**src/rtl/fir_coeff_bank_if.sv**
```systemverilog
// fir_coeff_bank_if: four-phase strobe/acknowledge bus between the FIR
// AXI4-Lite front end (master) and the coefficient bank (slave).
interface fir_coeff_bank_if;
    logic [7:0]  fir_addr_i;
    logic [31:0] fir_coeff_i;
    logic        wr_strobe_i;
    logic        wr_ack_o;
    logic [7:0]  rd_addr_i;
    logic        rd_strobe_i;
    logic        rd_ack_o;
    logic [31:0] rd_data_o;

    modport master (
        output fir_addr_i,
        output fir_coeff_i,
        output wr_strobe_i,
        output rd_addr_i,
        output rd_strobe_i,
        input  wr_ack_o,
        input  rd_ack_o,
        input  rd_data_o
    );

    modport slave (
        input  fir_addr_i,
        input  fir_coeff_i,
        input  wr_strobe_i,
        input  rd_addr_i,
        input  rd_strobe_i,
        output wr_ack_o,
        output rd_ack_o,
        output rd_data_o
    );
endinterface

```
**src/rtl/fir_coeff_bank.sv**
```systemverilog
// fir_coeff_bank: double-buffered FIR coefficient register bank.
// Bus writes land in a shadow bank; a software-armed swap copies the shadow
// bank to the active bank on the next frame start so taps never change
// mid-frame. Strobes arrive asynchronously and are handled by a four-phase
// handshake FSM behind 2-flop synchronisers.
// Optional feature macro: FIR_COEFF_READBACK_EN enables shadow/control readback;
// without it the read handshake still completes but returns 0.
module fir_coeff_bank #(
    parameter int NTAPS = 16,
    parameter int CW    = 16
) (
    input  logic                clk,
    input  logic                rst,
    fir_coeff_bank_if.slave     bus,
    input  logic                frame_start_i,
    output logic [NTAPS*CW-1:0] coeff_o,
    output logic                coeff_update_o
);

    localparam logic [7:0]           CTRL_ADDR = 8'hFC;
    // 1.0 in Q1.(CW-2): the reset bank is a pass-through filter
    localparam logic signed [CW-1:0] COEF_ONE  = {2'b01, {(CW-2){1'b0}}};

    typedef enum logic [1:0] {
        IDLE    = 2'd0,
        WR_HOLD = 2'd1,
        RD_HOLD = 2'd2
    } state_t;

    state_t               state;
    logic                 ws1, ws2, rs1, rs2;
    logic signed [CW-1:0] shadow [NTAPS];
    logic signed [CW-1:0] active [NTAPS];
    logic                 swap_pending;
    logic                 wr_fire;
    logic                 swap;
    logic                 arm;
    logic                 unused_bits;

    // Write is performed on the IDLE->WR_HOLD edge; write beats read
    assign wr_fire = (state == IDLE) && ws2;
    assign swap    = frame_start_i && swap_pending;
    assign arm     = wr_fire && (bus.fir_addr_i == CTRL_ADDR) && bus.fir_coeff_i[0];

    // Upper data bits and (without readback) the read address carry no meaning here
    assign unused_bits = ^{bus.fir_coeff_i, bus.rd_addr_i};

    // Two-flop synchronisers for the asynchronous request strobes
    always_ff @(posedge clk) begin
        if (rst) begin
            ws1 <= 1'b0;
            ws2 <= 1'b0;
            rs1 <= 1'b0;
            rs2 <= 1'b0;
        end else begin
            ws1 <= bus.wr_strobe_i;
            ws2 <= ws1;
            rs1 <= bus.rd_strobe_i;
            rs2 <= rs1;
        end
    end

    // Four-phase handshake FSM with registered acknowledges
    always_ff @(posedge clk) begin
        if (rst) begin
            state        <= IDLE;
            bus.wr_ack_o <= 1'b0;
            bus.rd_ack_o <= 1'b0;
        end else begin
            case (state)
                IDLE: begin
                    if (ws2) begin
                        state        <= WR_HOLD;
                        bus.wr_ack_o <= 1'b1;
                    end else if (rs2) begin
                        state        <= RD_HOLD;
                        bus.rd_ack_o <= 1'b1;
                    end
                end
                WR_HOLD: begin
                    if (!ws2) begin
                        state        <= IDLE;
                        bus.wr_ack_o <= 1'b0;
                    end
                end
                RD_HOLD: begin
                    if (!rs2) begin
                        state        <= IDLE;
                        bus.rd_ack_o <= 1'b0;
                    end
                end
                default: begin
                    state        <= IDLE;
                    bus.wr_ack_o <= 1'b0;
                    bus.rd_ack_o <= 1'b0;
                end
            endcase
        end
    end

    // Shadow writes, swap arming and shadow->active copy at frame start.
    // The copy samples shadow before any same-edge write lands; an arm on
    // the same edge as a swap re-arms for the following frame.
    always_ff @(posedge clk) begin
        if (rst) begin
            for (int k = 0; k < NTAPS; k++) begin
                shadow[k] <= (k == 0) ? COEF_ONE : '0;
                active[k] <= (k == 0) ? COEF_ONE : '0;
            end
            swap_pending   <= 1'b0;
            coeff_update_o <= 1'b0;
        end else begin
            coeff_update_o <= swap;
            for (int k = 0; k < NTAPS; k++) begin
                if (swap) begin
                    active[k] <= shadow[k];
                end
                if (wr_fire && (bus.fir_addr_i[7:2] == 6'(k))) begin
                    shadow[k] <= bus.fir_coeff_i[CW-1:0];
                end
            end
            if (arm) begin
                swap_pending <= 1'b1;
            end else if (swap) begin
                swap_pending <= 1'b0;
            end
        end
    end

    // Flatten the active bank onto the datapath bus, tap k at [k*CW +: CW]
    always_comb begin
        coeff_o = '0;
        for (int k = 0; k < NTAPS; k++) begin
            coeff_o[k*CW +: CW] = active[k];
        end
    end

`ifdef FIR_COEFF_READBACK_EN
    logic        rd_fire;
    logic [31:0] rd_mux;

    function automatic logic [31:0] sext32(input logic signed [CW-1:0] v);
        return 32'(v);
    endfunction

    assign rd_fire = (state == IDLE) && !ws2 && rs2;

    // Readback mux: shadow tap (sign-extended), control register, else 0
    always_comb begin
        rd_mux = '0;
        if (bus.rd_addr_i == CTRL_ADDR) begin
            rd_mux = {31'b0, swap_pending};
        end else begin
            for (int k = 0; k < NTAPS; k++) begin
                if (bus.rd_addr_i[7:2] == 6'(k)) begin
                    rd_mux = sext32(shadow[k]);
                end
            end
        end
    end

    // Read data is captured when the read is accepted and cleared on release
    always_ff @(posedge clk) begin
        if (rst) begin
            bus.rd_data_o <= '0;
        end else if (rd_fire) begin
            bus.rd_data_o <= rd_mux;
        end else if ((state == RD_HOLD) && !rs2) begin
            bus.rd_data_o <= '0;
        end
    end
`else
    assign bus.rd_data_o = '0;
`endif

endmodule

```
**src/flat_wrapper.sv**
```systemverilog
// flat-port wrapper written by rule: the top's interface ports become plain ports
module fir_coeff_bank_flat 
#(
    parameter int NTAPS = 16,
    parameter int CW    = 16
)
  (clk, rst, frame_start_i, coeff_o, coeff_update_o, bus_fir_addr_i, bus_fir_coeff_i, bus_wr_strobe_i, bus_rd_addr_i, bus_rd_strobe_i, bus_wr_ack_o, bus_rd_ack_o, bus_rd_data_o);
  fir_coeff_bank_if bus_i ();
  input  logic clk;
  input  logic rst;
  input  logic frame_start_i;
  output logic [NTAPS*CW-1:0] coeff_o;
  output logic coeff_update_o;
  input wire logic [$bits(bus_i.fir_addr_i)-1:0] bus_fir_addr_i;
  input wire logic [$bits(bus_i.fir_coeff_i)-1:0] bus_fir_coeff_i;
  input wire logic [$bits(bus_i.wr_strobe_i)-1:0] bus_wr_strobe_i;
  input wire logic [$bits(bus_i.rd_addr_i)-1:0] bus_rd_addr_i;
  input wire logic [$bits(bus_i.rd_strobe_i)-1:0] bus_rd_strobe_i;
  output wire logic [$bits(bus_i.wr_ack_o)-1:0] bus_wr_ack_o;
  output wire logic [$bits(bus_i.rd_ack_o)-1:0] bus_rd_ack_o;
  output wire logic [$bits(bus_i.rd_data_o)-1:0] bus_rd_data_o;
  assign bus_i.fir_addr_i = bus_fir_addr_i;
  assign bus_i.fir_coeff_i = bus_fir_coeff_i;
  assign bus_i.wr_strobe_i = bus_wr_strobe_i;
  assign bus_i.rd_addr_i = bus_rd_addr_i;
  assign bus_i.rd_strobe_i = bus_rd_strobe_i;
  assign bus_wr_ack_o = bus_i.wr_ack_o;
  assign bus_rd_ack_o = bus_i.rd_ack_o;
  assign bus_rd_data_o = bus_i.rd_data_o;
  fir_coeff_bank #(.NTAPS(NTAPS), .CW(CW)) u_core (.clk(clk), .rst(rst), .bus(bus_i), .frame_start_i(frame_start_i), .coeff_o(coeff_o), .coeff_update_o(coeff_update_o));
endmodule
```
**config.mk**
```make
export PLATFORM = sky130hd
export DESIGN_NAME = fir_coeff_bank_flat
export DESIGN_NICKNAME = d
export VERILOG_FILES = /design/src/rtl/fir_coeff_bank_if.sv /design/src/rtl/fir_coeff_bank.sv /design/src/flat_wrapper.sv
export SDC_FILE = /design/constraint.sdc
export NUM_CORES = 1
export LEC_CHECK = 0
export CAP_MARGIN = 40
export CORE_ASPECT_RATIO = 1.75
export CORE_MARGIN = 10
export CORE_UTILIZATION = 35
export CTS_CLUSTER_SIZE = 16
export DETAILED_ROUTE_END_ITERATION = 8
export PLACE_DENSITY = 0.58
export SYNTH_ARGS = -nofsm -noshare
export SYNTH_HDL_FRONTEND = slang
export SYNTH_SLANG_ARGS = --single-unit
```
**constraint.sdc**
```tcl
create_clock -name clk -period 13.14 [get_ports clk]
set_input_delay 2.628 -clock clk [delete_from_list [all_inputs] [get_ports clk]]
set_output_delay 2.628 -clock clk [all_outputs]
set_load 0.05 [all_outputs]
```
Word-level counts from Yosys, hierarchy flattened:

Memory sizes are Yosys's and may differ from the RTL's.
Index checks and enable logic that the tools add are counted.

* flip-flop bits (word level): 10
* RAM bits: 512
* bits of input ports: 53
* memories: 2

Memories
* u_core.active: words 16, width 16, rd ports 16, clocked after Yosys merged registers in 0, write ports 16, line fir_coeff_bank.sv:33 `logic signed [CW-1:0] active [NTAPS];`
* u_core.shadow: words 16, width 16, rd ports 16, clocked after Yosys merged registers in 0, write ports 16, line fir_coeff_bank.sv:32 `logic signed [CW-1:0] shadow [NTAPS];`

* equality and inequality tests: 24
* mux-type cells: 99
* bitwise gates (word level): 34
* reductions and logical operators: 26

Operators with widths (number)
* 16-bit 2-to-1 mux: 32
* 1-bit 2-to-1 mux: 60
* 6-bit by 4-bit equality test with 1-bit output, second input constant: 8
* 1-bit OR: 32
* 6-bit by 3-bit equality test with 1-bit output, second input constant: 4
* 1-bit logical AND: 20
* 6-bit by 2-bit equality test with 1-bit output, second input constant: 2
* 8-bit equality test, second input constant: 1
* 2-bit 2-to-1 mux: 4
* 6-bit by 1-bit equality test with 1-bit output, second input constant: 1
* 6-bit zero test: 1
* 2-bit inequality test, second input constant: 3
* 1-bit case mux with 3 select lines: 2
* 2-bit case mux with 3 select lines: 1
* 3-bit AND reduction: 2
* 2-bit by 1-bit inequality test with 1-bit output, second input constant: 2
* 4-bit AND reduction: 1
* 3-bit by 1-bit inequality test with 1-bit output, second input constant: 1
* 2-bit by 1-bit equality test with 1-bit output, second input constant: 1
* 2-bit equality test, second input constant: 1
* 2-bit zero test: 1
* 1-bit inverter: 2
* 2-bit nonzero test: 1

Logic depth before layout (Yosys ltp):

* word-level depth: 7
* mapped depth: 5
* gate-level depth less buffers: 4

Worst setup path before layout:

Ideal clock, no wire load.

* kind: input-to-reg
* start: in rst
* end: mem u_core.active[0][0], enable pin
* library setup time: 0.663 ns
* data arrival time: 9.298 ns
* required time: 12.477 ns
* setup slack: 3.179 ns
* cell stages on the path: 3
* cell sequence: clkbuf_1 > clkbuf_1 > nand2b_1

RTL lines
* start: declaration: line flat_wrapper.sv:10 `input logic rst;`
* end: declaration: line fir_coeff_bank.sv:33

==> run_summary.xml <==
<?xml version="1.0" encoding="UTF-8"?>
<metrics>
  <group name="logic_synthesis">
    <metric name="post_synth_instance_area" unit="sq um">19000</metric>
    <metric name="synth-seq-cells" unit="">522</metric>
    <metric name="synth_area_per_cell" unit="sq um">16.6</metric>
    <metric name="synth_seq_area_share" unit="">0.818</metric>
    <metric name="synthesized_instance_count" unit="">1145</metric>
    <metric name="ys_types" unit="">33</metric>
    <metric name="ys.warnings.count" unit="">0</metric>
  </group>
  <group name="clock_tree">
    <metric name="clockRootBuffer" unit="">clkbuf_16</metric>
    <metric name="worst_case_clock_buffer_depth" unit="">3</metric>
    <metric name="clk_pin_slew" unit="ps">70</metric>
    <metric name="number_of_cts_inserted_buffers" unit="">45</metric>
    <metric name="htreeDepth" unit="">2</metric>
    <metric name="ctsResizeCount" unit="">0</metric>
    <metric name="hold_buffers" unit="">0</metric>
    <metric name="post-cts-setup-buffers" unit="">0</metric>
    <metric name="cts.sinks" unit="">522</metric>
    <metric name="clk-insertion-delay-late" unit="ps">560</metric>
    <metric name="cts_tree" unit="">done</metric>
  </group>
  <group name="grt">
    <metric name="grt-ovfl-total" unit="">0</metric>
    <metric name="via_count_of_the_first_global_routing_pass" unit="">10100</metric>
    <metric name="grt_max_degree" unit="">95</metric>
    <metric name="grt_first_pass_wirelength" unit="microns">68700</metric>
    <metric name="antenna_found_initial" unit="">5</metric>
    <metric name="track_usage" unit="">0.145</metric>
  </group>
  <group name="setup_path">
    <metric name="cp-endpoint" unit="">u_core.shadow[0][143]</metric>
    <metric name="crit_path_required_time" unit="ps">13320</metric>
    <metric name="setup_slack_of_the_worst_register_to_register_path" unit="ps">10950</metric>
    <metric name="end_kind" unit="">flop</metric>
    <metric name="worstReg2RegEnd" unit="">u_core.shadow[0][44]</metric>
    <metric name="worstSetupStartpointType" unit="">input port</metric>
    <metric name="setup.worst_path.start" unit="">bus_fir_addr_i[6]</metric>
    <metric name="criticalPathCategory" unit="">in -&gt; reg</metric>
    <metric name="worst-path-max-fanout" unit="">17</metric>
    <metric name="reg2reg_depth" unit="">3</metric>
    <metric name="rr_startpoint" unit="">u_core.state[1]</metric>
    <metric name="crit_arrival" unit="ps">4680</metric>
  </group>
  <group name="placement">
    <metric name="place_congestion" unit="">0.785</metric>
    <metric name="portBuffers" unit="">287</metric>
    <metric name="dpl-instance-area" unit="sq um">22700</metric>
    <metric name="detailedPlacementHpwl" unit="microns">33000</metric>
    <metric name="post-place-cells" unit="">2092</metric>
  </group>
  <group name="timing">
    <metric name="worst_pin_slew" unit="ps">816</metric>
    <metric name="slew_viol_final" unit="">0</metric>
    <metric name="grt_setup_unrepaired" unit="">false</metric>
    <metric name="maximum_frequency_from_static_timing_analysis" unit="MHz">222</metric>
    <metric name="max_slew_margin_vs_limit" unit="">0.456</metric>
    <metric name="layout_worst_path_cycle_share" unit="">0.343</metric>
    <metric name="fin_tns_setup" unit="ps">0</metric>
    <metric name="finalHoldViolCount" unit="">0</metric>
    <metric name="fin_worst_hold_slack" unit="ps">447</metric>
    <metric name="period_minus_slack" unit="ps">4500</metric>
    <metric name="clock-skew-final" unit="ps">16.6</metric>
    <metric name="finalSetupViolCount" unit="">0</metric>
  </group>
  <group name="power">
    <metric name="power.sequential.fraction" unit="">0.544</metric>
    <metric name="powerDensity" unit="nW/um^2">146</metric>
    <metric name="power_frac_comb" unit="">0.090</metric>
    <metric name="internal-power" unit="mW">2.69</metric>
    <metric name="clock_power_share" unit="">0.367</metric>
    <metric name="p_leak" unit="nW">8.56</metric>
    <metric name="switching_share" unit="">0.239</metric>
    <metric name="netSwitchingPower" unit="mW">0.843</metric>
    <metric name="irDropWorstVdd" unit="V">0.0000868</metric>
  </group>
  <group name="final_layout">
    <metric name="fin_nets" unit="">1502</metric>
    <metric name="flow.area_growth_from_synthesis" unit="%">26.9</metric>
    <metric name="finish.instance_area" unit="sq um">24100</metric>
    <metric name="postLayoutCoreUtil" unit="">0.447</metric>
    <metric name="layout.cells.non_filler" unit="">2174</metric>
    <metric name="final_layout_size_suffix_gt1_frac" unit="">0.0789</metric>
  </group>
  <group name="detailed_routing">
    <metric name="via_per_inst" unit="">4.42</metric>
    <metric name="wl_per_cell" unit="microns">22.0</metric>
    <metric name="dr.first_iter.drc_count" unit="">463</metric>
    <metric name="routed-via-count" unit="">9616</metric>
    <metric name="ant_nets" unit="">0</metric>
    <metric name="drcViolationCount" unit="">0</metric>
    <metric name="totalWireLength" unit="microns">47800</metric>
    <metric name="first_pass_iters" unit="">7</metric>
  </group>
  <group name="worst_hold_path">
    <metric name="holdPathStages" unit="">1</metric>
    <metric name="hp_class" unit="">reg -&gt; reg</metric>
  </group>
  <group name="die">
    <metric name="die_height" unit="microns">328</metric>
    <metric name="io_pins" unit="">344</metric>
    <metric name="num_rows" unit="">113</metric>
    <metric name="floorplan.initialDensity" unit="">0.352</metric>
    <metric name="floorplan.die.width" unit="microns">196</metric>
    <metric name="design.die.area" unit="sq um">64500</metric>
    <metric name="core_region_area" unit="sq um">54000</metric>
  </group>
  <group name="job">
    <metric name="maxCapViolations" unit="">0</metric>
  </group>
  <group name="status">
    <metric name="outcome" unit="">completed</metric>
  </group>
</metrics>
sequential cells by signal, indices dropped and copies added, names as in the netlist:
name,cells
u_core.ws1,1
u_core.coeff_update_o,1
u_core.state,2
u_core.rs2,1
u_core.ws2,1
u_core.bus.rd_ack_o,1
u_core.bus.wr_ack_o,1
u_core.active,256
u_core.shadow,256
u_core.rs1,1
u_core.swap_pending,1
cells in the final DEF, fill, tap and decap left out, drive strengths merged:
| cell | instances |
|---|---|
| and2 | 162 |
| nand2 | 39 |
| or4 | 1 |
| nor3 | 1 |
| and4bb | 1 |
| clkinvlp | 2 |
| o21bai | 1 |
| nand3 | 4 |
| clkbuf | 50 |
| conb | 32 |
| nand2b | 21 |
| nor2 | 168 |
| nor4b | 3 |
| inv | 19 |
| bufinv | 4 |
| clkinv | 23 |
| o21ai | 1 |
| buf | 22 |
| a31o | 2 |
| diode | 2 |
| edfxtp | 512 |
| nor4 | 1 |
| a21o | 11 |
| nand4b | 1 |
| nor2b | 101 |
| a21oi | 1 |
| dfxtp | 10 |
| maj3 | 1 |
| o41ai | 1 |
| clkdlybuf4s50 | 286 |
| or3 | 1 |
power by group through the flow:
stage | clock network, mW | registers, mW | logic, mW
after floorplan | 0 | 2.09 | 0.0807
after global placement | 0 | 1.96 | 0.316
after detailed placement | 0 | 1.96 | 0.323
after CTS | 1.33 | 1.92 | 0.323
after global routing | 1.39 | 1.93 | 0.331
final | 1.30 | 1.92 | 0.317
stage by stage:
stage | total power, mW | worst slack [ps]
after floorplan | 2.17 | 3180
after global placement | 2.27 | 7750
after detailed placement | 2.28 | 7970
after CTS | 3.58 | 8580
after global routing | 3.65 | 8490
final | 3.53 | 8640
worst min-delay path by stage:
stage / start / end
5_1_grt: u_core.rs1 / u_core.rs2
2_1_floorplan: u_core.rs1 / u_core.rs2
4_1_cts: u_core.ws1 / u_core.ws2
6_report: u_core.rs1 / u_core.rs2
3_5_place_dp: u_core.rs1 / u_core.rs2
3_3_place_gp: u_core.rs1 / u_core.rs2
cell type report:
cell class              instances  area (sq um)
multi-input cells             554          3070
clock inverters                30           260
fillers                      4705         29900
repair buffers                308          3150
flip-flops and latches        522         15600
diodes                          2          5.00
clock buffers                  50          1140
well taps                     690           863
inverters                      18          67.6
logic make-up (layout without fill, tap and decap cells):
logic type / after synthesis / in the layout / synth area share
other: 1 / 34 / 0.000197
AND/OR/NAND/NOR: 504 / 504 / 0.147
buffers and inverters: 100 / 406 / 0.0271
adder cells (fa/ha/maj): 1 / 1 / 0.000526
AO/OA/AOI/OAI: 17 / 17 / 0.00664
flip-flops: 522 / 522 / 0.818
synthesized netlist by cell type:
library cell,n,area [sq um]
a21o_1,11,82.6
a21oi_1,1,5.00
a31o_2,2,17.5
and2_1,162,1010
and4bb_2,1,12.5
buf_1,5,18.8
buf_2,6,30.0
buf_4,32,240
buf_8,1,15.0
clkbuf_1,37,139
clkbuf_2,1,5.00
conb_1,1,3.75
dfxtp_1,10,200
edfxtp_1,512,15400
inv_1,18,67.6
maj3_1,1,10.0
nand2_1,32,120
nand2_4,7,78.8
nand2b_1,21,131
nand3_1,2,10.0
nand3_2,2,20.0
nand4b_1,1,8.76
nor2_1,156,586
nor2_2,12,75.1
nor2b_1,101,632
nor3_1,1,5.00
nor4_4,1,21.3
nor4b_4,3,71.3
o21ai_0,1,5.00
o21bai_1,1,7.51
o41ai_1,1,8.76
or3_1,1,6.26
or4_1,1,7.51
worst max-delay path, stage by stage:
cell and delay, ps:
clkdlybuf4s50_1 610, nor4b_4 480, nand3_2 120, buf_4 220, nand2b_1 600
routing by layer:
metal | vias up | track usage | share of wire
met4 | 8 | 0.0641 | 0.040
met1 | 4690 | 0.155 | 0.36
met2 | 302 | 0.264 | 0.54
met5 | - | 0 | 0.0012
li1 | 4524 | - | -
met3 | 92 | 0.0350 | 0.062
Power figures use the tool's default switching activity.
==> RTL edit: new RTL, config.mk and constraints unchanged <==
The 3 states of `state_t` get a one-hot encoding in 3 bits.
--- a/src/rtl/fir_coeff_bank.sv
+++ b/src/rtl/fir_coeff_bank.sv
@@ -21,10 +21,10 @@
     // 1.0 in Q1.(CW-2): the reset bank is a pass-through filter
     localparam logic signed [CW-1:0] COEF_ONE  = {2'b01, {(CW-2){1'b0}}};
 
-    typedef enum logic [1:0] {
-        IDLE    = 2'd0,
-        WR_HOLD = 2'd1,
-        RD_HOLD = 2'd2
+    typedef enum logic [2:0] {
+        IDLE    = 3'b001,
+        WR_HOLD = 3'b010,
+        RD_HOLD = 3'b100
     } state_t;
 
     state_t               state;
Behaviour: same outputs for any inputs over 4 cycles, from zero or initial values and one cycle with rst high; so few cycles prove little.
==> RTL edit against the unedited design <==
Final cell count is essentially flat; routed wire length increased by 1.2%; sequential cell count increased by 1; setup slack got worse by 0.92 ns; combinational power rose by 6%; first-iteration DRC count rose by 14%; area after synthesis increased by 0.39%; sequential power barely moved; power grew 2.9%; design area grew 1.2%; critical endpoint is now u_core.active[1][89]$_SDFFCE_PP0P_; largest cell class unchanged; highest routed layer unchanged.
==> RTL edit: results (changes against the unedited design) <==
GRT met1 Usage=15.1% (-0.40 points); top post-synthesis cells by area=edfxtp_1 (80%), and2_1 (5.2%), nor2b_1 (3.5%), nor2_1 (2.0%), nor3_1 (1.7%); met1 wire length=16800 um (-2.8%); worst vdd ir=111 uV (+28%); met2 WL post-DR=25400 um (-0.87%); Slowest cell on crit path=buf_4; sw frac=23.7% (-0.17 points); Slew Limit Headroom=42.0% (-3.6 points); total track usage=14.7% (+0.19 points); initial antenna violation count=3 (-2); met3 WL=3780 um (+27%); NumNets Final=1501 (-0.067%); delay-heaviest family, CP=buffers and inverters; Regs by FF count=u_core.active x256, u_core.shadow x256, u_core.state x3; Vias=9848 (+2.4%); initial DRC count=529 (+14%); Distinct cells, synth=41 (+24%); leakage power=8.67 nW (+1.4%); Final Skew=0.0282 ns (+0.0115 ns); cell total after placement=2090 (-0.096%); worst reg2reg path depth=4 (+1); filler cell count in the final layout=4743 (+0.81%); via count of the first global-routing pass=10400 (+3.0%); drt pass-1 iters=5 (-2); post-synthesis sequential area ratio=81.6% (-0.21 points); Avg Inst Size Synth=16.6 um2 (about the same); global routing usage on met2=26.2% (-0.19 points); number of buffers created by CTS=46 (+2.2%); Worst Path Max Fanout=65 (+48); Logic pwr share=9.2% (+0.2 points); Routed WL=48400 um (+1.2%); Worst path max stage delay=0.80 ns (+0.19 ns); final RePlAce weighted congestion=0.759 (-3.3%); Post-DP HPWL=33500 um (+1.6%); Post-synth top cells=edfxtp_1 (512), and2_1 (160), nor2b_1 (106); Clk Latency, worst-skew pair=0.58 ns (+0.02 ns); status=complete, no violations; largest net degree at the start of global routing=89 (-6.3%); Critical Path AT=5.63 ns (+0.95 ns); fraction of layout cells with a size suffix above 1=8.44% (+0.55 points)
## RTL edit: changes by cell type after synthesis, moves of 5 or more
cell	before	now
nand4_1	0	6
nor2b_1	101	106
nand2_4	7	0
a21o_1	11	0
nor2_1	156	100
nand2_1	32	5
o21bai_1	1	10
clkbuf_1	37	56
nor3_1	1	63
nor2_2	12	1
## RTL edit: area by class of cell
cell class | count | share of cell area, %
antenna | 2 | 0.0205
sequential | 523 | 63.9
clock inverter | 26 | 1.26
multi-input combinational | 538 | 12.6
inverter | 18 | 0.277
tap | 690 | 3.54
clock buffer | 55 | 5.02
timing repair buffer | 321 | 13.4
## RTL edit: stage by stage
step	area, um2	util (%)	setup slack, ns	power [mW]
after floorplan	19200	-	3.20	2.17
after global placement	22600	41.8	6.92	2.29
after detailed placement	22900	42.3	6.97	2.30
after CTS	24400	45.1	7.59	3.68
after global routing	24400	45.1	7.49	3.76
final	24400	45.1	7.72	3.64
## RTL edit: cells by family after synthesis
logic type | count (synthesis) | synth area share, %
buffers and inverters | 119 | 3.11
xor gates and xnor gates | 1 | 0.0459
AOI/OAI and AO/OA | 19 | 0.720
other | 1 | 0.0196
and+or+nand+nor | 486 | 14.5
DFF | 523 | 81.6
## RTL edit: worst paths after layout
path	from	to	slack, ns
worst max-delay path	frame_start_i	u_core.active[1][89]$_SDFFCE_PP0P_	7.72
worst min-delay path	u_core.ws1$_SDFF_PP0_	u_core.ws2$_SDFF_PP0_	0.43
worst min register to register	u_core.ws1$_SDFF_PP0_	u_core.ws2$_SDFF_PP0_	0.43
worst max register to register	u_core.swap_pending$_SDFFE_PP0P_	u_core.active[1][89]$_SDFFCE_PP0P_	10.03
## RTL edit: worst register-to-register path, stage by stage, from the launching register on
cell and delay, ns:
dfxtp_1 0.33, nand2_1 0.18, nand2b_4 0.61, buf_4 0.79, buf_4 0.82
